<file path="src/rtl/digit_scan_pkg.sv">
// Shared types, defaults and digit-order helpers for the digit scan controller.
package digit_scan_pkg;

    typedef enum logic [1:0] {
        IDLE  = 2'd0,
        SHOW  = 2'd1,
        BLANK = 2'd2
    } scan_state_e;

    localparam int PRESCALE_DEF     = 1000;
    localparam int BLANK_CYCLES_DEF = 16;

    // Next enabled digit after cur, wrapping 3 -> 0; returns cur if none enabled.
    function automatic logic [1:0] next_digit(input logic [1:0] cur, input logic [3:0] mask);
        logic [1:0] d;
        logic       found;
        next_digit = cur;
        d          = cur;
        found      = 1'b0;
        for (int i = 0; i < 4; i++) begin
            d = d + 2'd1;
            if (!found && mask[d]) begin
                next_digit = d;
                found      = 1'b1;
            end
        end
    endfunction

    function automatic logic [1:0] first_digit(input logic [3:0] mask);
        first_digit = next_digit(2'd3, mask);
    endfunction

    function automatic logic [1:0] last_digit(input logic [3:0] mask);
        last_digit = 2'd0;
        for (int i = 0; i < 4; i++)
            if (mask[i]) last_digit = 2'(i);
    endfunction

endpackage

</file>
<file path="src/rtl/scan_tick_counter.sv">
// Loadable up-counter with terminal-count flag; load clears to 0 and wins over count.
module scan_tick_counter #(
    parameter int W = 4
) (
    input  logic         clk,
    input  logic         rst_n,
    input  logic         load,
    input  logic         en,
    input  logic [W-1:0] last,
    output logic [W-1:0] cnt,
    output logic         tc
);

    always_ff @(posedge clk or negedge rst_n) begin
        if (!rst_n)    cnt <= '0;
        else if (load) cnt <= '0;
        else if (en)   cnt <= cnt + 1'b1;
    end

    assign tc = (cnt == last);

endmodule

</file>
<file path="src/rtl/digit_scan_ctrl.sv">
// Four-digit multiplexed display scan controller (IDLE/SHOW/BLANK), registered outputs.
// Optional macro DIGIT_SCAN_MASK_EN adds digit_mask[3:0] to skip disabled digits.
module digit_scan_ctrl
    import digit_scan_pkg::*;
#(
    parameter int PRESCALE     = PRESCALE_DEF,
    parameter int BLANK_CYCLES = BLANK_CYCLES_DEF
) (
    input  logic       clk,
    input  logic       rst_n,
    input  logic       run,
`ifdef DIGIT_SCAN_MASK_EN
    input  logic [3:0] digit_mask,
`endif
    output logic [1:0] select,
    output logic       enable,
    output logic       digit_strobe,
    output logic       frame_done
);

    localparam int CW    = $clog2(PRESCALE);
    localparam int BW    = (BLANK_CYCLES > 1) ? $clog2(BLANK_CYCLES) : 1;
    localparam int BLAST = (BLANK_CYCLES > 0) ? BLANK_CYCLES - 1 : 0;

    localparam logic [CW-1:0] S_LAST = CW'(PRESCALE - 1);
    localparam logic [CW-1:0] S_PEN  = CW'(PRESCALE - 2);
    localparam logic [BW-1:0] B_LAST = BW'(BLAST);

    scan_state_e state, state_nxt;
    logic [1:0]  sel_nxt;
    logic        en_nxt, strobe_nxt, fdone_nxt;
    logic [3:0]  mask;
    logic        stop;

    logic [CW-1:0] show_cnt;
    logic [BW-1:0] blank_cnt;
    logic          show_tc, blank_tc;

`ifdef DIGIT_SCAN_MASK_EN
    assign mask = digit_mask;
`else
    assign mask = 4'hF;
`endif

    // An empty mask parks the scanner exactly like run=0.
    assign stop = !run || (mask == 4'h0);

    scan_tick_counter #(.W(CW)) u_show_cnt (
        .clk   (clk),
        .rst_n (rst_n),
        .load  ((state != SHOW) || show_tc || stop),
        .en    (state == SHOW),
        .last  (S_LAST),
        .cnt   (show_cnt),
        .tc    (show_tc)
    );

    scan_tick_counter #(.W(BW)) u_blank_cnt (
        .clk   (clk),
        .rst_n (rst_n),
        .load  ((state != BLANK) || blank_tc || stop),
        .en    (state == BLANK),
        .last  (B_LAST),
        .cnt   (blank_cnt),
        .tc    (blank_tc)
    );

    always_ff @(posedge clk or negedge rst_n) begin
        if (!rst_n) begin
            state        <= IDLE;
            select       <= 2'd0;
            enable       <= 1'b1;
            digit_strobe <= 1'b0;
            frame_done   <= 1'b0;
        end else begin
            state        <= state_nxt;
            select       <= sel_nxt;
            enable       <= en_nxt;
            digit_strobe <= strobe_nxt;
            frame_done   <= fdone_nxt;
        end
    end

    // Outputs are registered, so each pulse is decided one cycle ahead of where it appears.
    always_comb begin
        state_nxt  = state;
        sel_nxt    = select;
        en_nxt     = enable;
        strobe_nxt = 1'b0;
        fdone_nxt  = 1'b0;
        if (stop) begin
            state_nxt = IDLE;
            sel_nxt   = 2'd0;
            en_nxt    = 1'b1;
        end else begin
            case (state)
                IDLE: begin
                    state_nxt  = SHOW;
                    sel_nxt    = first_digit(mask);
                    en_nxt     = 1'b0;
                    strobe_nxt = 1'b1;
                end
                SHOW: begin
                    if (show_tc) begin
                        if (BLANK_CYCLES == 0) begin
                            sel_nxt    = next_digit(select, mask);
                            strobe_nxt = 1'b1;
                        end else begin
                            state_nxt = BLANK;
                            en_nxt    = 1'b1;
                        end
                    end else if (show_cnt == S_PEN && select == last_digit(mask)) begin
                        fdone_nxt = 1'b1;
                    end
                end
                BLANK: begin
                    if (blank_tc) begin
                        state_nxt  = SHOW;
                        sel_nxt    = next_digit(select, mask);
                        en_nxt     = 1'b0;
                        strobe_nxt = 1'b1;
                    end
                end
                default: begin
                    state_nxt = IDLE;
                    sel_nxt   = 2'd0;
                    en_nxt    = 1'b1;
                end
            endcase
        end
    end

endmodule

</file>
<file path="config.mk">
export PLATFORM = sky130hd
export DESIGN_NAME = digit_scan_ctrl
export DESIGN_NICKNAME = d
export VERILOG_FILES = /design/src/rtl/digit_scan_pkg.sv /design/src/rtl/scan_tick_counter.sv /design/src/rtl/digit_scan_ctrl.sv
export SDC_FILE = /design/constraint.sdc
export NUM_CORES = 1
export LEC_CHECK = 0
export CORE_MARGIN = 5
export CORE_UTILIZATION = 34
export DETAILED_ROUTE_END_ITERATION = 8
export PLACE_DENSITY = 0.61
export SYNTH_ARGS = -nofsm -noshare
export SYNTH_HDL_FRONTEND = slang
export SYNTH_SLANG_ARGS = --single-unit
</file>
<file path="constraint.sdc">
create_clock -name clk -period 2.2 [get_ports clk]
set_input_delay 0.44 -clock clk [delete_from_list [all_inputs] [get_ports clk]]
set_output_delay 0.44 -clock clk [all_outputs]
set_load 0.05 [all_outputs]
</file>
### Yosys cells after proc, flatten, opt, wreduce, memory -nomap -nowiden

Cells that the tools add are included.

* bits in registers: 21
* input bits: 3
* output and inout bits: 5

* add/subtract/negate cells: 6
* $lt $le $gt $ge: 4
* equality and inequality tests: 12
* muxes and demuxes: 52
* reduce and logical (&&, ||, !) cells: 17

Operators with widths (number)
* $mux W1: 27
* $mux W2: 13
* $eq A10 B10 Y1 const B: 2
* $mux W10: 2
* $lt A2 B3 Y1 const B: 4
* $pmux W2 S3: 2
* $add A10 B1 Y10 const B: 1
* $add A2 B1 Y2 const B: 4
* $bmux W1 S2: 4
* $mux W4: 2
* $ne A3 B3 Y1 const B: 2
* $ne A6 B6 Y1 const B: 1
* $add A4 B1 Y4 const B: 1
* $eq A4 B4 Y1 const B: 1
* $logic_and A1 B1 Y1: 4
* $logic_not A1 Y1: 4
* $logic_or A1 B1 Y1: 4
* $ne A2 B2 Y1 const B: 2
* $reduce_bool A2 Y1: 2
* $pmux W1 S3: 1
* $reduce_and A3 Y1: 1
* $eq A2 B1 Y1 const B: 1
* $eq A2 B2 Y1: 1
* $eq A2 B2 Y1 const B: 1
* 4 further kinds: 4

### Logic depth before layout (Yosys ltp)

Gate-level depths: netlist (run 1).

* depth in word-level cells: 25
* mapped depth: 5

### By module

From an unflattened synthesis (run 1), not the netlist that was laid out.

* cell total of the unflattened synthesis: 115
* area, all modules: 1176.1 um^2

Modules (own cells, without submodules)
* scan_tick_counter at u_show_cnt: times used 1, cells each 61, area an instance 594.3 um^2, sequential area each 250.2 um^2
* digit_scan_ctrl: times used 1, cells each 33, area an instance 347.8 um^2, sequential area each 176.4 um^2
* scan_tick_counter at u_blank_cnt: times used 1, cells each 21, area an instance 234.0 um^2, sequential area each 100.1 um^2

### Worst setup path after synthesis (run 1)

Ideal clock, no wire load.

* kind: reg-to-reg
* start: register u_show_cnt.cnt[0]
* end: register enable
* library setup time: 0.072 ns
* arrival: 1.422 ns
* data required time: 2.128 ns
* slack: 0.706 ns
* cell stages (with the launch flop): 6
* cells stage by stage: dfrtp_1 > ha_1 > nand2_1 > or4_4 > nor3b_1 > o21ai_1

* word-level cells in the longest chain between the ends: 3

Ends and longest elaborated chain
* start: declaration: line scan_tick_counter.sv:10 `output logic [W-1:0] cnt,`
* start signal: assignment: line scan_tick_counter.sv:17 `else if (en) cnt <= cnt + 1'b1;`
* $eq A10 B10 Y1: line scan_tick_counter.sv:20 `assign tc = (cnt == last);`
* $ne A3 B3 Y1 (no line)
* $reduce_and A2 Y1 (no line)
* end signal: assignment: line digit_scan_ctrl.sv:78 `enable <= en_nxt;`
* end: declaration: line digit_scan_ctrl.sv:16 `output logic enable,`

No other way between the ends.
A chain may end at the register's enable or synchronous reset.

### Worst setup path after layout (run 1)

* start: register enable
* end: output enable

No word-level cell between the ends.

==> flow_metrics.py, run 1 <==
metrics = {
    "floorplanning": {
        "initial_utilization": 0.351,
        "die_h_um": 62.9,
        "die_x_um": 62.9,
        "die-area_um2": 3950,
        "rows": 19,
        "core_region_area_um2": 2710,
        "num_ports": 8,
    },
    "timing": {
        "measured_slew_at_the_worst_slew_check_pin_ns": 0.564,
        "clock.fmax_mhz": 477,
        "slew-limit-headroom": 0.623,
        "post-route-worst-setup-slack_ns": 0.102,
        "finalCritPeriodShare": 0.954,
        "timing.clock.skew_ns": 0.00269,
        "rsz_0062_raised_after_global_routing": "false",
        "report.final.slew_viol_count": 0,
        "report.final.setup_viol": 0,
        "finalCriticalPeriod_ns": 2.10,
        "setup_tns_ns": 0,
        "hold_viol_final": 0,
        "holdWs_ns": 0.478,
    },
    "clocking": {
        "cts-resized-gates": 0,
        "cts-hold-fix-buffers": 0,
        "clock-root-buffer": "clkbuf_4",
        "cts_tree": "done",
        "cts_post_setup_buffers_inserted": 0,
        "cts_buffer_depth": 2,
        "clk_transition_reported_paths_ns": 0.12,
        "tritoncts_num_sinks": 21,
        "clk_latency_ns": 0.29,
        "htree_levels": 1,
        "numCtsBuffers": 3,
    },
    "yosys": {
        "seq_area_frac_synth": 0.554,
        "synth_area_leader_cell": "dfrtp_1",
        "postSynthNetCount": 96,
        "syn-mean-instance-area_um2": 10.7,
        "synthesis.area_um2": 951,
        "postSynthRegisterBits": 21,
        "ys.warnings.count": 0,
        "cell_variety_after_synth": 24,
        "postSynthCellCount": 89,
        "synth.top_cells.by_area": "dfrtp_1, nor2_1, xnor2_1",
        "synth.top_cell.area_share": 0.526,
    },
    "grt": {
        "grt_pass1_vias": 614,
        "maximum_number_of_pins_on_one_net_before_global_route_repair": 13,
        "antenna_found_initial": 0,
        "grt_util_all_layers": 0.0920,
        "grt_first_pass_wirelength_um": 2900,
        "grt-ovfl-total": 0,
    },
    "layout": {
        "layout-area-overhead-vs-synth_pct": 15.0,
        "diodes": 0,
        "layout-drive-gt1-share": 0.0792,
        "fin_area_um2": 1090,
        "layout_common_cells": "dfrtp_1, nor2_1, nand3_1",
        "fin_nets": 109,
        "mostFrequentLayoutCell": "dfrtp_1",
    },
    "setup_path": {
        "slowest_stage": "clkdlybuf4s50_1",
        "critical_path_cell_count": 1,
        "cpLargestDelayFamily": "buffers and inverters",
        "critPathArrivalTime_ns": 1.66,
        "crit-reg2reg-launch": "u_show_cnt.cnt[0]",
        "crit_path_max_incr_delay_ns": 0.80,
        "setup_slack_of_the_worst_register_to_register_path_ns": 0.58,
        "timing.critical_path.cells": "clkdlybuf4s50_1",
        "reg2reg_to": "u_show_cnt.cnt[8]",
        "cp_buf_inv_count": 1,
        "timing.reg2reg.worst_path_depth": 5,
        "crit_start": "enable",
        "critPathMaxFanout": 3,
        "critical_path_class": "reg -> out",
        "critPathCaptureType": "primary output",
        "timing.critical_path.to": "enable",
        "crit_required_ns": 1.76,
        "setup.worst_path.start_class": "flop",
    },
    "drt": {
        "vias_per_cell": 4.89,
        "drt.antenna.violating_nets": 0,
        "drt_wl_total_um": 1560,
        "route.detailed.drc": 0,
        "vias": 645,
        "drt_iter0_drc": 11,
        "drt_pre_antenna_iters": 4,
        "dr_wl_cell_um": 11.8,
    },
    "worst_hold_path": {
        "hold_path_startpoint": "u_blank_cnt.cnt[0]",
        "timing.hold.worst_path_depth": 1,
        "hp-class": "reg -> reg",
    },
    "power_and_ir_drop": {
        "power.ir.vdd_worst_mv": 0.351,
        "power_density_of_the_placed_cells_nw_per_um2": 594,
        "cellLeakagePower_uw": 0.000465,
    },
    "job": {
        "max-cap-violations": 0,
    },
    "placement": {
        "placement.io_buffers": 7,
        "detailedPlacementHpwl_um": 1190,
        "routabilityCongestion": 0.725,
        "dpl_cell_area_um2": 1070,
        "dpl_worst_slack_ns": 0.379,
    },
    "status": {
        "outcome": "finished, final reports clean",
    },
}
-- cells in the mapped netlist --
| cell | count |
|---|---|
| mux2i_1 | 1 |
| and2_1 | 1 |
| ha_1 | 4 |
| or4_1 | 1 |
| nand2b_1 | 1 |
| o21ai_1 | 4 |
| nand4_2 | 1 |
| a31o_1 | 1 |
| xnor2_1 | 6 |
| nor3b_1 | 1 |
| nor3_1 | 3 |
| or4_4 | 1 |
| dfstp_2 | 1 |
| a31oi_1 | 1 |
| nand3_2 | 1 |
| nand4_1 | 1 |
| nor2b_1 | 2 |
| xor2_1 | 5 |
| inv_1 | 2 |
| dfrtp_1 | 20 |
| nand3_1 | 8 |
| nand2_1 | 6 |
| a21boi_1 | 1 |
| nor2_1 | 16 |
-- kinds of logic after synthesis --
group	Yosys count	share of synthesized area
AO/OA/AOI/OAI	7	0.0447
XOR/XNOR	11	0.101
adder cells (fa/ha/maj)	4	0.0526
buffers and inverters	2	0.00790
flip-flops	21	0.554
multiplexers	1	0.0105
AND/OR/NAND/NOR	43	0.229
-- state kept, by name, summed over array words and instances, names as in the netlist --
register and count:
digit_strobe 1, enable 1, frame_done 1, select 2, state 2, u_blank_cnt.cnt 4
u_show_cnt.cnt 10
-- final cells by class --
cell class	instances	area (um2)
fillers	275	1620
multi-input cells	66	417
flip-flops and latches	21	527
well taps	31	38.8
repair buffers	8	77.6
clock buffers	4	26.3
inverters	2	7.51
-- metrics by stage --
| stage | cells | power, uW | utilization |
|---|---|---|---|
| finish | 132 | 650 | 0.404 |
| global route | 132 | 686 | 0.404 |
| CTS | 132 | 660 | 0.404 |
| detailed placement | 128 | 473 | 0.394 |
| global placement | 128 | 472 | 0.394 |
| floorplan | 89 | 447 | - |
-- metal layers --
layer	up-vias	wire (um)	GRT usage
met4	0	13	0.0318
met5	-	0	0
li1	325	-	-
met2	7	676	0.133
met1	311	828	0.126
met3	2	44	0.0324
-- how the worst min path moves through the flow --
stage                              end
detailed placement  u_blank_cnt.cnt[0]
global placement    u_blank_cnt.cnt[0]
CTS                 u_blank_cnt.cnt[0]
global route        u_blank_cnt.cnt[2]
floorplan                 digit_strobe
finish              u_blank_cnt.cnt[0]
-- report_power, final --
group	switching [uW]	leakage (uW)	internal [uW]	total, uW
Clock	114	0.0000150	70.5	184
Combinational	37.7	0.000164	20.0	57.7
Sequential	10.7	0.000286	397	407
(Power assumes the default switching activity.)
==> inputs of run 2 (changes only) <==
--- a/config.mk
+++ b/config.mk
@@ -8,6 +8,7 @@
 export CORE_MARGIN = 5
 export CORE_UTILIZATION = 34
 export DETAILED_ROUTE_END_ITERATION = 8
+export GPL_TIMING_DRIVEN = 0
 export PLACE_DENSITY = 0.61
 export SYNTH_ARGS = -nofsm -noshare
 export SYNTH_HDL_FRONTEND = slang
==> run 2 against run 1 <==
Maximum frequency shrank 0.38%. Count of clock-buffer cells in the layout did not move. Cell area decreased by 0.69%. Routed wire length about the same. Register-to-register slack barely moved.
==> flow_metrics.py, run 2 (synthesis gave the netlist of run 1 again) <==
metrics = {
    "status": {
        "outcome": "finished, final reports clean",
    },
    "timing": {
        "measured_slew_at_the_worst_slew_check_pin_ns": 0.909,
        "rsz_0062_raised_after_global_routing": "false",
        "clock.fmax_mhz": 475,
        "finalCritPeriodShare": 0.957,
        "setup_tns_ns": 0,
        "finalCriticalPeriod_ns": 2.11,
        "report.final.setup_viol": 0,
        "timing.clock.skew_ns": 0.00786,
        "hold_viol_final": 0,
        "slew-limit-headroom": 0.392,
        "report.final.slew_viol_count": 0,
    },
    "drt": {
        "vias": 644,
        "drt_iter0_drc": 9,
        "drt.antenna.violating_nets": 0,
        "route.detailed.drc": 0,
        "vias_per_cell": 4.92,
        "drt_pre_antenna_iters": 4,
        "drt_wl_total_um": 1560,
        "dr_wl_cell_um": 11.9,
    },
    "layout": {
        "mostFrequentLayoutCell": "dfrtp_1",
        "top_register": "u_show_cnt.cnt",
        "biggestRegsByFlops": "u_show_cnt.cnt x10, u_blank_cnt.cnt x4",
        "number_of_standard_cells_in_the_final_layout_excluding_fillers": 131,
        "layout_common_cells": "dfrtp_1, nor2_1, nand3_1",
        "layout-drive-gt1-share": 0.0700,
        "fin_nets": 108,
        "largest_register_ff_count": 10,
        "layout-area-overhead-vs-synth_pct": 14.2,
        "diodes": 0,
    },
    "setup_path": {
        "reg2reg_to": "u_show_cnt.cnt[9]",
        "crit_path_max_incr_delay_ns": 0.80,
        "setup_slack_of_the_worst_register_to_register_path_ns": 0.58,
        "crit-reg2reg-launch": "u_show_cnt.cnt[0]",
        "slowest_stage": "clkdlybuf4s50_1",
        "critPathCaptureType": "primary output",
        "cpLargestDelayFamily": "buffers and inverters",
        "crit_required_ns": 1.76,
        "critical_path_class": "reg -> out",
        "critPathArrivalTime_ns": 1.67,
        "critPathMaxFanout": 3,
        "cp_buf_inv_count": 1,
        "timing.critical_path.cells": "clkdlybuf4s50_1",
        "setup.worst_path.start_class": "flop",
        "timing.reg2reg.worst_path_depth": 5,
    },
    "clocking": {
        "htree_levels": 1,
        "clock-root-buffer": "clkbuf_4",
        "tritoncts_num_sinks": 21,
        "cts_buffer_depth": 2,
        "numCtsBuffers": 3,
        "cts-resized-gates": 0,
        "cts-hold-fix-buffers": 0,
        "clk_latency_ns": 0.31,
        "cts_tree": "done",
        "cts_post_setup_buffers_inserted": 0,
        "clk_transition_reported_paths_ns": 0.11,
    },
    "placement": {
        "placed_cells": 127,
        "detailedPlacementHpwl_um": 1140,
        "routabilityCongestion": 0.695,
        "placement.io_buffers": 7,
    },
    "job": {
        "max-cap-violations": 0,
    },
    "grt": {
        "grt_pass1_vias": 623,
        "maximum_number_of_pins_on_one_net_before_global_route_repair": 22,
        "antenna_found_initial": 0,
        "grt-ovfl-total": 0,
        "grt_first_pass_wirelength_um": 2750,
        "grt_util_all_layers": 0.0891,
    },
    "power_and_ir_drop": {
        "power_density_of_the_placed_cells_nw_per_um2": 603,
        "power.ir.vdd_worst_mv": 0.305,
        "fin_total_pwr_uw": 655,
        "cellLeakagePower_uw": 0.000460,
    },
    "floorplanning": {
        "die_h_um": 62.9,
        "die_x_um": 62.9,
        "rows": 19,
        "die-area_um2": 3950,
        "initial_utilization": 0.351,
        "core_region_area_um2": 2710,
        "num_ports": 8,
    },
    "worst_hold_path": {
        "hold_path_startpoint": "u_blank_cnt.cnt[0]",
        "timing.hold.worst_path_depth": 1,
        "hold_path_end": "u_blank_cnt.cnt[0]",
        "hp-class": "reg -> reg",
    },
}
[run 2: per-layer routing]
layer,track usage,vias up,share of wire
li1,-,324,-
met1,0.106,313,0.48
met2,0.135,5,0.48
met3,0.0324,2,0.028
met4,0.0557,0,0.011
met5,0,-,0
[run 2: how the worst max path moves through the flow]
| stage | slack (ns) | start | end | cells past startpoint |
|---|---|---|---|---|
| floorplan | 0.71 | u_show_cnt.cnt[0] | enable | 5 |
| global placement | 0.41 | run | u_show_cnt.cnt[9] | 4 |
| detailed placement | 0.40 | run | u_show_cnt.cnt[9] | 4 |
| CTS | 0.07 | enable | enable | 1 |
| global route | 0.03 | enable | enable | 1 |
| finish | 0.09 | enable | enable | 1 |
[run 2: layout make-up]
class                   count  area [um2]
fillers                   288        1620
flip-flops and latches     21         527
multi-input cells          66         417
repair buffers              7        70.1
well taps                  31        38.8
clock buffers               4        26.3
inverters                   2        7.51
[run 2: per-stage QoR]
| stage | setup slack, ns | hold slack (ns) | cell area, um2 | util |
|---|---|---|---|---|
| detailed placement | 0.400 | 0.461 | 1060 | 0.391 |
| finish | 0.0942 | 0.473 | 1090 | 0.401 |
| global route | 0.0349 | 0.497 | 1090 | 0.401 |
| floorplan | 0.706 | 0.144 | 951 | - |
| global placement | 0.410 | 0.447 | 1060 | 0.391 |
| CTS | 0.0746 | 0.477 | 1090 | 0.401 |
[run 2: power by group]
part / internal, uW / total [uW] / leakage [uW] / switching, uW
Sequential: 397 / 407 / 0.000286 / 10.4
Combinational: 18.8 / 55.8 / 0.000159 / 36.9
Clock: 70.8 / 192 / 0.0000150 / 121
Total: 486 / 655 / 0.000460 / 169
==> inputs of run 3 (changes only) <==
==> constraint.sdc (replaced) <==
create_clock -name clk -period 2.2 [get_ports clk]
set_input_delay 0.22 -clock clk [delete_from_list [all_inputs] [get_ports clk]]
set_output_delay 0.22 -clock clk [all_outputs]
set_load 0.05 [all_outputs]
==> results of run 3 <==
The final DEF is identical to that of run 2. Status: finished, final reports clean.
Main changes from that run: setup slack after placement 0.400 ns -> 0.570 ns; clock-pin slew on the worst setup and hold paths 0.11 ns -> 0.12 ns; setup slack after layout 0.0942 ns -> 0.314 ns; hold slack 0.473 ns -> 0.408 ns
